**config.mk**
```make
export PLATFORM = sky130hd
export DESIGN_NAME = mips_multicycle_ctrl
export DESIGN_NICKNAME = d
export VERILOG_FILES = /design/src/rtl/mips_ctrl_pkg.sv /design/src/rtl/mips_alu_decoder.sv /design/src/rtl/mips_multicycle_ctrl.sv
export SDC_FILE = /design/constraint.sdc
export NUM_CORES = 1
export LEC_CHECK = 0
export BUFFER_PORTS_ARGS = -buffer_cell sky130_fd_sc_hd__buf_2
export CAP_MARGIN = 20
export CORE_MARGIN = 2
export CORE_UTILIZATION = 52
export CTS_BUF_LIST = sky130_fd_sc_hd__clkbuf_8
export CTS_CLUSTER_SIZE = 12
export DETAILED_ROUTE_END_ITERATION = 6
export PLACE_DENSITY = 0.82
export SKIP_CTS_REPAIR_TIMING = 1
export SYNTH_ARGS = -nofsm -noshare
export SYNTH_HDL_FRONTEND = slang
export SYNTH_HIERARCHICAL = 1
export SYNTH_SLANG_ARGS = --single-unit
```
**constraint.sdc**
```tcl
create_clock -name clk -period 2.2 [get_ports clk]
set_clock_uncertainty 0.05 [all_clocks]
set_input_delay 0.22 -clock clk [delete_from_list [all_inputs] [get_ports clk]]
set_output_delay 0.22 -clock clk [all_outputs]
set_load 0.03 [all_outputs]
```
**src/rtl/mips_ctrl_pkg.sv**
```systemverilog
// Shared types and constants for the multicycle MIPS control unit.
package mips_ctrl_pkg;

  typedef enum logic [3:0] {
    S_FETCH   = 4'd0,
    S_DECODE  = 4'd1,
    S_MEMADR  = 4'd2,
    S_MEMRD   = 4'd3,
    S_MEMWB   = 4'd4,
    S_MEMWR   = 4'd5,
    S_EXECUTE = 4'd6,
    S_ALUWB   = 4'd7,
    S_BRANCH  = 4'd8,
    S_ADDIEX  = 4'd9,
    S_ADDIWB  = 4'd10,
    S_JUMP    = 4'd11
  } state_t;

  localparam logic [5:0] OP_RTYPE = 6'h00;
  localparam logic [5:0] OP_LW    = 6'h23;
  localparam logic [5:0] OP_SW    = 6'h2B;
  localparam logic [5:0] OP_BEQ   = 6'h04;
  localparam logic [5:0] OP_ADDI  = 6'h08;
  localparam logic [5:0] OP_J     = 6'h02;

  localparam logic [5:0] FN_ADD = 6'h20;
  localparam logic [5:0] FN_SUB = 6'h22;
  localparam logic [5:0] FN_AND = 6'h24;
  localparam logic [5:0] FN_OR  = 6'h25;
  localparam logic [5:0] FN_SLT = 6'h2A;

  localparam logic [2:0] ALU_AND = 3'b000;
  localparam logic [2:0] ALU_OR  = 3'b001;
  localparam logic [2:0] ALU_ADD = 3'b010;
  localparam logic [2:0] ALU_SUB = 3'b110;
  localparam logic [2:0] ALU_SLT = 3'b111;

  typedef enum logic [1:0] {
    ALUOP_ADD   = 2'b00,
    ALUOP_SUB   = 2'b01,
    ALUOP_FUNCT = 2'b10
  } alu_op_t;

endpackage

```
**src/rtl/mips_alu_decoder.sv**
```systemverilog
// Combinational ALU control: alu_op selects add/sub directly or defers to funct.
// Unknown funct falls back to ADD and raises illegal_funct_o.
module mips_alu_decoder
  import mips_ctrl_pkg::*;
(
  input  logic [1:0] alu_op_i,
  input  logic [5:0] funct_i,
  output logic [2:0] alu_ctrl_o,
  output logic       illegal_funct_o
);

  always_comb begin
    alu_ctrl_o      = ALU_ADD;
    illegal_funct_o = 1'b0;
    case (alu_op_i)
      ALUOP_SUB:   alu_ctrl_o = ALU_SUB;
      ALUOP_FUNCT: begin
        case (funct_i)
          FN_ADD:  alu_ctrl_o = ALU_ADD;
          FN_SUB:  alu_ctrl_o = ALU_SUB;
          FN_AND:  alu_ctrl_o = ALU_AND;
          FN_OR:   alu_ctrl_o = ALU_OR;
          FN_SLT:  alu_ctrl_o = ALU_SLT;
          default: illegal_funct_o = 1'b1;
        endcase
      end
      default:     alu_ctrl_o = ALU_ADD;
    endcase
  end

endmodule

```
**src/rtl/mips_multicycle_ctrl.sv**
```systemverilog
// Multicycle MIPS control FSM: sequences fetch/decode/execute, stalls on mem_ready,
// counts retired instructions. Write strobes are held low while reset is high.
module mips_multicycle_ctrl
  import mips_ctrl_pkg::*;
#(
  parameter int CNT_W = 16,
  parameter int ALU_W = 3
) (
  input  logic             clk,
  input  logic             reset,
  input  logic [5:0]       op,
  input  logic [5:0]       funct,
  input  logic             zero,
  input  logic             mem_ready,
  output logic             pc_en,
  output logic             iord,
  output logic             mem_write,
  output logic             ir_write,
  output logic             reg_dst,
  output logic             mem_to_reg,
  output logic             reg_write,
  output logic             alu_src_a,
  output logic [1:0]       alu_src_b,
  output logic [1:0]       pc_src,
  output logic [ALU_W-1:0] alu_control,
  output logic             illegal,
  output logic [3:0]       state_dbg,
  output logic [CNT_W-1:0] retired
);

  state_t           state_q, state_d;
  logic [CNT_W-1:0] retired_q, retired_d;

  alu_op_t    alu_op;
  logic       alu_en, pc_write, branch, illegal_op, retire;
  logic       ir_write_c, mem_write_c, reg_write_c;
  logic [2:0] alu_code;
  logic       illegal_funct;

  mips_alu_decoder u_alu_dec (
    .alu_op_i        (alu_op),
    .funct_i         (funct),
    .alu_ctrl_o      (alu_code),
    .illegal_funct_o (illegal_funct)
  );

  always_ff @(posedge clk or posedge reset) begin
    if (reset) begin
      state_q   <= S_FETCH;
      retired_q <= '0;
    end else begin
      state_q   <= state_d;
      retired_q <= retired_d;
    end
  end

  always_comb begin
    state_d     = state_q;
    alu_op      = ALUOP_ADD;
    alu_en      = 1'b0;
    pc_write    = 1'b0;
    branch      = 1'b0;
    illegal_op  = 1'b0;
    ir_write_c  = 1'b0;
    mem_write_c = 1'b0;
    reg_write_c = 1'b0;
    iord        = 1'b0;
    reg_dst     = 1'b0;
    mem_to_reg  = 1'b0;
    alu_src_a   = 1'b0;
    alu_src_b   = 2'b00;
    pc_src      = 2'b00;
    case (state_q)
      S_FETCH: begin
        alu_src_b  = 2'b01;
        alu_en     = 1'b1;
        ir_write_c = mem_ready;
        pc_write   = mem_ready;
        if (mem_ready) state_d = S_DECODE;
      end
      S_DECODE: begin
        alu_src_b = 2'b11;
        alu_en    = 1'b1;
        case (op)
          OP_LW, OP_SW: state_d = S_MEMADR;
          OP_RTYPE:     state_d = S_EXECUTE;
          OP_BEQ:       state_d = S_BRANCH;
          OP_ADDI:      state_d = S_ADDIEX;
          OP_J:         state_d = S_JUMP;
          default: begin
            state_d    = S_FETCH;
            illegal_op = 1'b1;
          end
        endcase
      end
      S_MEMADR: begin
        alu_src_a = 1'b1;
        alu_src_b = 2'b10;
        alu_en    = 1'b1;
        state_d   = (op == OP_LW) ? S_MEMRD : S_MEMWR;
      end
      S_MEMRD: begin
        iord = 1'b1;
        if (mem_ready) state_d = S_MEMWB;
      end
      S_MEMWB: begin
        mem_to_reg  = 1'b1;
        reg_write_c = 1'b1;
        state_d     = S_FETCH;
      end
      S_MEMWR: begin
        iord        = 1'b1;
        mem_write_c = mem_ready;
        if (mem_ready) state_d = S_FETCH;
      end
      S_EXECUTE: begin
        alu_src_a = 1'b1;
        alu_op    = ALUOP_FUNCT;
        alu_en    = 1'b1;
        state_d   = S_ALUWB;
      end
      S_ALUWB: begin
        reg_dst     = 1'b1;
        reg_write_c = 1'b1;
        state_d     = S_FETCH;
      end
      S_BRANCH: begin
        alu_src_a = 1'b1;
        alu_op    = ALUOP_SUB;
        alu_en    = 1'b1;
        pc_src    = 2'b01;
        branch    = 1'b1;
        state_d   = S_FETCH;
      end
      S_ADDIEX: begin
        alu_src_a = 1'b1;
        alu_src_b = 2'b10;
        alu_en    = 1'b1;
        state_d   = S_ADDIWB;
      end
      S_ADDIWB: begin
        reg_write_c = 1'b1;
        state_d     = S_FETCH;
      end
      S_JUMP: begin
        pc_src   = 2'b10;
        pc_write = 1'b1;
        state_d  = S_FETCH;
      end
      default: state_d = S_FETCH;
    endcase
  end

  // Only completed instructions count; illegal-op aborts and stray states do not.
  assign retire    = (state_d == S_FETCH) &&
                     (state_q inside {S_MEMWB, S_MEMWR, S_ALUWB, S_BRANCH, S_ADDIWB, S_JUMP});
  assign retired_d = retire ? retired_q + 1'b1 : retired_q;

  assign pc_en       = ~reset & (pc_write | (branch & zero));
  assign ir_write    = ~reset & ir_write_c;
  assign mem_write   = ~reset & mem_write_c;
  assign reg_write   = ~reset & reg_write_c;
  assign illegal     = ~reset & (illegal_op | ((state_q == S_EXECUTE) & illegal_funct));
  assign alu_control = alu_en ? ALU_W'(alu_code) : '0;
  assign state_dbg   = state_q;
  assign retired     = retired_q;

endmodule

```
After elaboration in Yosys (flattened, before gate mapping). Index checks and enable logic that the tools add are counted.

Add/subtract/negate cells: 1. Reductions and logical operators: 13. Muxes and demuxes: 26. Bitwise operators: 10. Eq/ne operators: 23.

Operator list (number): == test 6 bit, second input constant (7); one-hot mux 4 bit (7 select lines) (1); one-hot mux 4 bit (5 select lines) (1); adder 16 x 1 -> 16 bit, second input constant (1); == test 4 x 3 -> 1 bit, second input constant (4); == test 4 bit, second input constant (4); 2-to-1 mux 1 bit (13); 2-to-1 mux 4 bit (3); one-hot mux 3 bit (4 select lines) (1); OR reduction 6 bit (2); == test 4 x 2 -> 1 bit, second input constant (2); logical NOT 4 bit (2); one-hot mux 2 bit (2 select lines) (2); bitwise AND 1 bit (7); == test 6 x 2 -> 1 bit, second input constant (1); == test 6 x 3 -> 1 bit, second input constant (1); == test 6 x 4 -> 1 bit, second input constant (1); logical NOT 6 bit (1); 2-to-1 mux 3 bit (2); one-hot mux 2 bit (3 select lines) (1); one-hot mux 3 bit (2 select lines) (1); nonzero test 6 bit (1); OR reduction 2 bit (3); OR reduction 5 bit (1); 9 further kinds (10).

Word-level logic and storage cells: 75. Bits in registers: 20. Bits of input ports: 16. Output and inout bits: 36.

Longest topological paths before layout. Gate-level depths: netlist of the first run.

Word-level depth: 7. Gate-level depth with buffers: 9. Gate-level depth less buffers: 8.

Modules after synthesis. Netlist of the first run, hierarchy kept.

Modules (own cells, without submodules): mips_multicycle_ctrl (cells each 155, seq. area each 500.5 um^2, area each 1435.1 um^2, instances 1); mips_alu_decoder (cells each 20, seq. area each 0.0 um^2, area each 148.9 um^2, instances 1).

Least setup slack after synthesis of the first run. Ideal clock, no wire load.

Path type: register to output. Start: register state_q[1], in the netlist state_dbg[1]. End: output alu_control[2]. Setup slack: -303 ps. Arrival: 2233 ps. Cell stages (with the launch flop): 9. Buffers on the path: 2. Data required time: 1930 ps. Cell sequence: dfrtp_1 -> buf_4 -> clkbuf_1 -> nor3_1 -> inv_1 -> ha_1 -> nor2b_1 -> a32o_1 -> nor2b_1.

Longest elaborated chain between the ends: 5. Elaborated cells between the ends (all ways): 13. Classes of those cells: eq/ne (7); mux (4); reduce/logical (2).

RTL lines: from (decl) (RTL line mips_multicycle_ctrl.sv:31) `state_t state_q, state_d;`; from (signal assigned) (RTL line mips_multicycle_ctrl.sv:52) `state_q <= state_d;`; == test 4 bit / == test 4 x 3 -> 1 bit (equally long branches) (RTL line mips_multicycle_ctrl.sv:73) `case (state_q)`; one-hot mux 2 bit (2 select lines) * (RTL line mips_multicycle_ctrl.sv:73); net alu_op[0] (RTL line mips_multicycle_ctrl.sv:34) `alu_op_t alu_op;`; == test 2 bit / == test 2 x 1 -> 1 bit (equally long branches) (RTL line mips_alu_decoder.sv:15) `case (alu_op_i)`; one-hot mux 3 bit (2 select lines) * (RTL line mips_alu_decoder.sv:15); net alu_code[2] (RTL line mips_multicycle_ctrl.sv:37) `logic [2:0] alu_code;`; 2-to-1 mux 3 bit * (RTL line mips_multicycle_ctrl.sv:164) `assign alu_control = alu_en ? ALU_W'(alu_code) : '0;`; to (decl) (RTL line mips_multicycle_ctrl.sv:25) `output logic [ALU_W-1:0] alu_control,`.

Mark *: on every way through the listed nets, which the timed path passes. The rest lies on a longest branch.

Worst setup path in the final report of the first run.
Start: register state_q[2], in the netlist state_dbg[2]. End: output alu_control[2].

The elaborated chain is that of the path after synthesis.

==> results of run 1 <==
==> worst min path at each step <==
stage	cells past startpoint	end	start
finish	3	state_dbg[2]$_DFF_PP0_	reset
global route	3	state_dbg[2]$_DFF_PP0_	reset
CTS	3	state_dbg[2]$_DFF_PP0_	reset
detailed placement	3	state_dbg[2]$_DFF_PP0_	reset
global placement	3	state_dbg[0]$_DFF_PP0_	reset
floorplan	1	retired[0]$_DFFE_PP0P_	reset
==> metrics by stage <==
step           cell area (µm²)  power [mW]  hold slack (ps)  setup WS [ps]  std cells
2_1_floorplan             1610       0.795              142          -80.6        175
3_3_place_gp              1910       0.923              284            256        257
3_5_place_dp              1910       0.938              292            231        257
4_1_cts                   1980        1.31             10.6          -66.6        261
5_1_grt                   2080        1.39             24.6          -88.5        264
6_report                  2080        1.32             2.29          -24.8        264
==> sequential cells by signal (all words and copies together), names as in the netlist <==
register,cells
retired,16
state_dbg,4
==> cell families (layout without fill, tap and decap cells) <==
logic type	Yosys count	count (layout)	synth area share [%]
flip-flops	20	20	31.6
AO/OA/AOI/OAI	27	27	12.4
buffers and inverters	19	75	5.77
adder cells (fa/ha/maj)	4	4	3.00
AND/OR/NAND/NOR	82	82	34.0
XOR/XNOR	18	18	9.95
multiplexers	5	5	3.24
==> power groups by stage <==
stage / Clock (mW) / Combinational, mW / Sequential (mW)
floorplan: 0 / 0.237 / 0.558
global placement: 0 / 0.451 / 0.472
detailed placement: 0 / 0.463 / 0.475
CTS: 0.373 / 0.471 / 0.469
global route: 0.387 / 0.522 / 0.481
finish: 0.370 / 0.483 / 0.471
==> Yosys cell counts, types with 4 or more instances <==
cell type  count  area [µm²]
nand2_1        6        22.5
nor3_1        13        65.1
mux2i_1        4        40.0
inv_1          9        33.8
clkbuf_1       4        15.0
nor2b_1        5        31.3
xor2_1        15         131
nand3_1        4        20.0
dfrtp_1       20         500
nor4_2         5        62.6
o21ai_0        7        35.0
nand2b_1       4        25.0
nor2_1        14        52.6
==> worst register-to-register path, cell delays in order, from the launching register on <==
cell      delay (ps)
dfrtp_1          440
buf_4            220
and2b_1          230
a21boi_4         340
or2_1            210
mux2_1           330
==> per-layer routing <==
layer / vias up / routed length, µm / GRT usage, %
met3: 2 / 163 / 1.97
met5: - / 0 / 0
li1: 739 / - / -
met2: 57 / 1830 / 35.8
met4: 0 / 27 / 6.82
met1: 699 / 1640 / 30.4
==> final cells by class <==
cell class	instances	area share, %
Clock buffer	3	1.99
Clock inverter	1	1.45
Inverter	9	1.63
Multi-Input combinational cell	136	52.0
Sequential cell	20	24.2
Tap cell	33	1.99
Timing Repair Buffer	62	16.7
==> flow_metrics.tcl, run 1 <==
set metrics [dict create \
    status "finished with violations" \
    failed_checks "negative setup slack" \
    finalHoldViolCount 0 \
    grt_pass1_vias 1388 \
    critPathCaptureType "output port" \
    drv_cap 0 \
    cts_num_sinks 20 \
    r2r_setup_slack_ps 270 \
    coreArea_um2 2980 \
    multiInputGateArea_um2 1080 \
    path_cells "nand2b_4 > nor3_4 > inv_2 > ha_4 > nor2b_1 > a32o_1 > nor2b_4 > buf_6" \
    clock_latency_ps 260 \
    io_buffers 51 \
    period_minus_slack_ps 2220 \
    layout_commonest_cell "buf_2" \
    synth_edf_count 0 \
    path_class "flop to output port" \
    dieWidth_um 59.2 \
    crit_buf_inv 2 \
    gr-total-overflow 0 \
    syn_avg_cell_area_um2 9.05 \
    critPathLaunch "state_dbg[2]$_DFF_PP0_" \
    regArea_um2 503 \
    switching_share_pct 38.0 \
    power.density_nw_per_um2 638 \
    ys_types 52 \
    path_max_fanout 4 \
    final_nets 251 \
    dr.pass1.iters 4 \
    worst_pin_slew_ps 504 \
    async_reset_ff_share_pct 100 \
    wl_um 3670 \
    fin_tns_setup_ps -24.8 \
    antenna_found_initial 0 \
    reg2reg_depth 5 \
    p_sw_uw 503 \
    start_util_pct 53.2 \
    synthCells 175 \
    place_congestion 0.824 \
    grt_start_max_net_pins 21 \
    syn_area_um2 1580 \
    dominantRegCellSynth "dfrtp_1" \
    clk_pin_slew_ps 80 \
    nFillCells 248 \
    slew_headroom_pct 66.3 \
    path_depth 8 \
    numCtsBuffers 3 \
    startpoint_type "flop" \
    fmax_mhz 449 \
    final.setup.worst_slack_ps -24.8 \
    cpPeakStageDelay_ps 390 \
    internal_power_uw 821 \
    drtIter0Drc 58 \
    dr_total_vias 1497 \
    cp-endpoint "alu_control[2]" \
    slowest_stage "dfrtp_1" \
    yosysSeqAreaShare_pct 31.6 \
    clk_path_buf_depth 2 \
    combPwrFrac_pct 36.5 \
    vias_per_cell 5.67 \
    clkPwrFrac_pct 28.0 \
    critical_path_arrival_ps 1950 \
    hpwl_um 2670 \
    rows 20 \
    setup-violations-final 1 \
    antennaDiodeCount 0 \
    mostFrequentLayoutCells "49 x buf_2, 18 x dfrtp_1, 15 x xor2_1" \
    drive_gt1_share_pct 42.4 \
    fin_crit_sh_pct 101 \
    ir_drop_mv 0.379 \
    ios 52 \
    critPathTopFamily "simple AND/OR/NAND/NOR gates" \
    dieArea_um2 3500 \
    root_buffer "clkbuf_8" \
    required_ps 1930 \
    drc 0 \
    h-tree-depth 1 \
    grt.total_usage_pct 21.8 \
    ant_nets 0 \
    area_delta_synth_final_pct 31.0 \
    grt_pass1_wl_um 6020 \
    min_path_type "input port to asynchronous set/reset pin" \
    maxSlewViolCount 0 \
    die_y_um 59.2 \
    ys_ff_latch 20 \
    regToRegEndpoint "retired[1]$_DFFE_PP0P_" \
    rsz0062_at_grt "true" \
    yosys_warnings 6 \
    wire_per_inst_um 13.9 \
    fin_util_pct 69.7 \
    seqPwrFrac_pct 35.5 \
    syn-num-nets 194 \
    p_leak_nw 1.01 \
    r2r_start "state_dbg[3]$_DFF_PP0_" \
    cts_tree "built" \
]
No activity file was read; power rests on OpenSTA's default activity.
==> run 2: changes to the inputs <==
--- a/config.mk
+++ b/config.mk
@@ -7,12 +7,14 @@
 export LEC_CHECK = 0
 export BUFFER_PORTS_ARGS = -buffer_cell sky130_fd_sc_hd__buf_2
 export CAP_MARGIN = 20
+export CELL_PAD_IN_SITES_DETAIL_PLACEMENT = 1
+export CELL_PAD_IN_SITES_GLOBAL_PLACEMENT = 1
 export CORE_MARGIN = 2
-export CORE_UTILIZATION = 52
+export CORE_UTILIZATION = 38
 export CTS_BUF_LIST = sky130_fd_sc_hd__clkbuf_8
 export CTS_CLUSTER_SIZE = 12
 export DETAILED_ROUTE_END_ITERATION = 6
-export PLACE_DENSITY = 0.82
+export PLACE_DENSITY = 0.81
 export SKIP_CTS_REPAIR_TIMING = 1
 export SYNTH_ARGS = -nofsm -noshare
 export SYNTH_HDL_FRONTEND = slang
==> run 2 against run 1 <==
Effect of this change:
- the flow now finishes without violations
- routed wire length rose by 20%
- final cell count rose by 8.0%
- worst hold slack got worse by 0.97 ps
- clock power fell by 23%
- critical path type unchanged
- critical endpoint unchanged
==> flow_metrics.tcl, run 2 (synthesis results as in run 1) <==
set metrics [dict create \
    status "complete, no violations" \
    dr_total_vias 1534 \
    place_congestion 0.759 \
    required_ps 1930 \
    fin_crit_sh_pct 99.6 \
    cts_tree "built" \
    die_y_um 68.6 \
    mostFrequentLayoutCells "48 x buf_2, 17 x dfrtp_1, 15 x xor2_1" \
    cts_num_sinks 20 \
    post-place-ws_ps 107 \
    vias_per_cell 5.38 \
    period_minus_slack_ps 2190 \
    grt_start_max_net_pins 21 \
    antennaDiodeCount 0 \
    final.setup.worst_slack_ps 9.48 \
    ir_drop_mv 0.252 \
    critPathCaptureType "output port" \
    maxSlewViolCount 0 \
    slowest_stage "dfrtp_1" \
    drive_gt1_share_pct 43.4 \
    final_nets 255 \
    grt_pass1_wl_um 7260 \
    dr.pass1.iters 4 \
    coreArea_um2 4000 \
    rsz0062_at_grt "true" \
    combPwrFrac_pct 39.1 \
    clkPwrFrac_pct 23.0 \
    fmax_mhz 457 \
    grt_pass1_vias 1597 \
    seqPwrFrac_pct 37.9 \
    slew_headroom_pct 69.1 \
    critical_path_arrival_ps 1920 \
    drtIter0Drc 49 \
    power_mw 1.23 \
    min_path_type "input port to asynchronous set/reset pin" \
    internal_power_uw 736 \
    path_max_fanout 5 \
    start_util_pct 39.6 \
    cpPeakStageDelay_ps 390 \
    h-tree-depth 1 \
    path_cells "nand2b_4 > nor3_4 > inv_2 > ha_4 > nor2b_1 > a32o_1 > nor2b_4 > buf_6" \
    drc 0 \
    gr-total-overflow 0 \
    rows 23 \
    p_sw_uw 498 \
    crit_buf_inv 2 \
    dieArea_um2 4700 \
    p_leak_nw 1.03 \
    area_delta_synth_final_pct 33.7 \
    switching_share_pct 40.3 \
    critPathTopFamily "simple AND/OR/NAND/NOR gates" \
    path_class "flop to output port" \
    antenna_found_initial 0 \
    hpwl_um 3220 \
    clock_latency_ps 250 \
    fin_hold_ws_ps 1.32 \
    dieWidth_um 68.6 \
    numCtsBuffers 3 \
    wl_um 4400 \
    io_buffers 51 \
    largest_reg_flops 16 \
    clk_path_buf_depth 2 \
    wire_per_inst_um 15.4 \
    grt.total_usage_pct 19.7 \
    startpoint_type "flop" \
    power.density_nw_per_um2 583 \
    ios 52 \
    setup-violations-final 0 \
    drv_cap 0 \
    layout_commonest_cell "buf_2" \
    ant_nets 0 \
    clk_pin_slew_ps 80 \
    worst_pin_slew_ps 462 \
    root_buffer "clkbuf_8" \
    finalHoldViolCount 0 \
]
==> run 2: cell type report <==
type / instances / area [µm²]
fill: 478 / 1880
inverter: 9 / 33.8
timing repair buffer: 66 / 390
clock buffer: 4 / 55.1
sequential: 20 / 504
tap: 50 / 62.6
multi-input combinational: 136 / 1070
==> run 2: power groups by stage <==
stage	registers, mW	clock network [mW]	logic [mW]
finish	0.468	0.284	0.482
CTS	0.471	0.290	0.464
global route	0.480	0.311	0.523
floorplan	0.558	0	0.237
global placement	0.477	0	0.450
detailed placement	0.477	0	0.463
==> run 2: tightest hold or removal path: cells and delay by family <==
kind | cells | cell delay (ps)
buf+inv | 3 | 460
==> run 2: final timing paths <==
check / start / end / slack [ps] / depth (start not counted)
min in group clk: op[4] / state_dbg[1]$_DFF_PP0_ / 310 / 4
max in group asynchronous: reset / state_dbg[1]$_DFF_PP0_ / 1870 / 3
hold / removal: reset / state_dbg[0]$_DFF_PP0_ / 1 / 3
setup / recovery: state_dbg[2]$_DFF_PP0_ / alu_control[2] / 9 / 8
setup reg to reg: state_dbg[1]$_DFF_PP0_ / retired[1]$_DFFE_PP0P_ / 370 / 5
hold reg to reg: retired[15]$_DFFE_PP0P_ / retired[15]$_DFFE_PP0P_ / 420 / 1
==> run 2: metrics by stage <==
step                cell area, µm²  instances  setup TNS (ps)  util (%)
floorplan                     1610        175           -80.6         -
global placement              1930        274               0      48.3
detailed placement            1930        274               0      48.3
CTS                           1990        278            -542      49.7
global route                  2120        285            -152      53.0
finish                        2120        285               0      53.0
==> run 2: routing by layer <==
| metal | wire, µm | vias to the layer above | global-route usage, % |
|---|---|---|---|
| li1 | - | 741 | - |
| met1 | 1910 | 746 | 24.5 |
| met2 | 2280 | 45 | 36.9 |
| met3 | 178 | 2 | 2.11 |
| met4 | 18 | 0 | 3.25 |
| met5 | 0 | - | 0 |
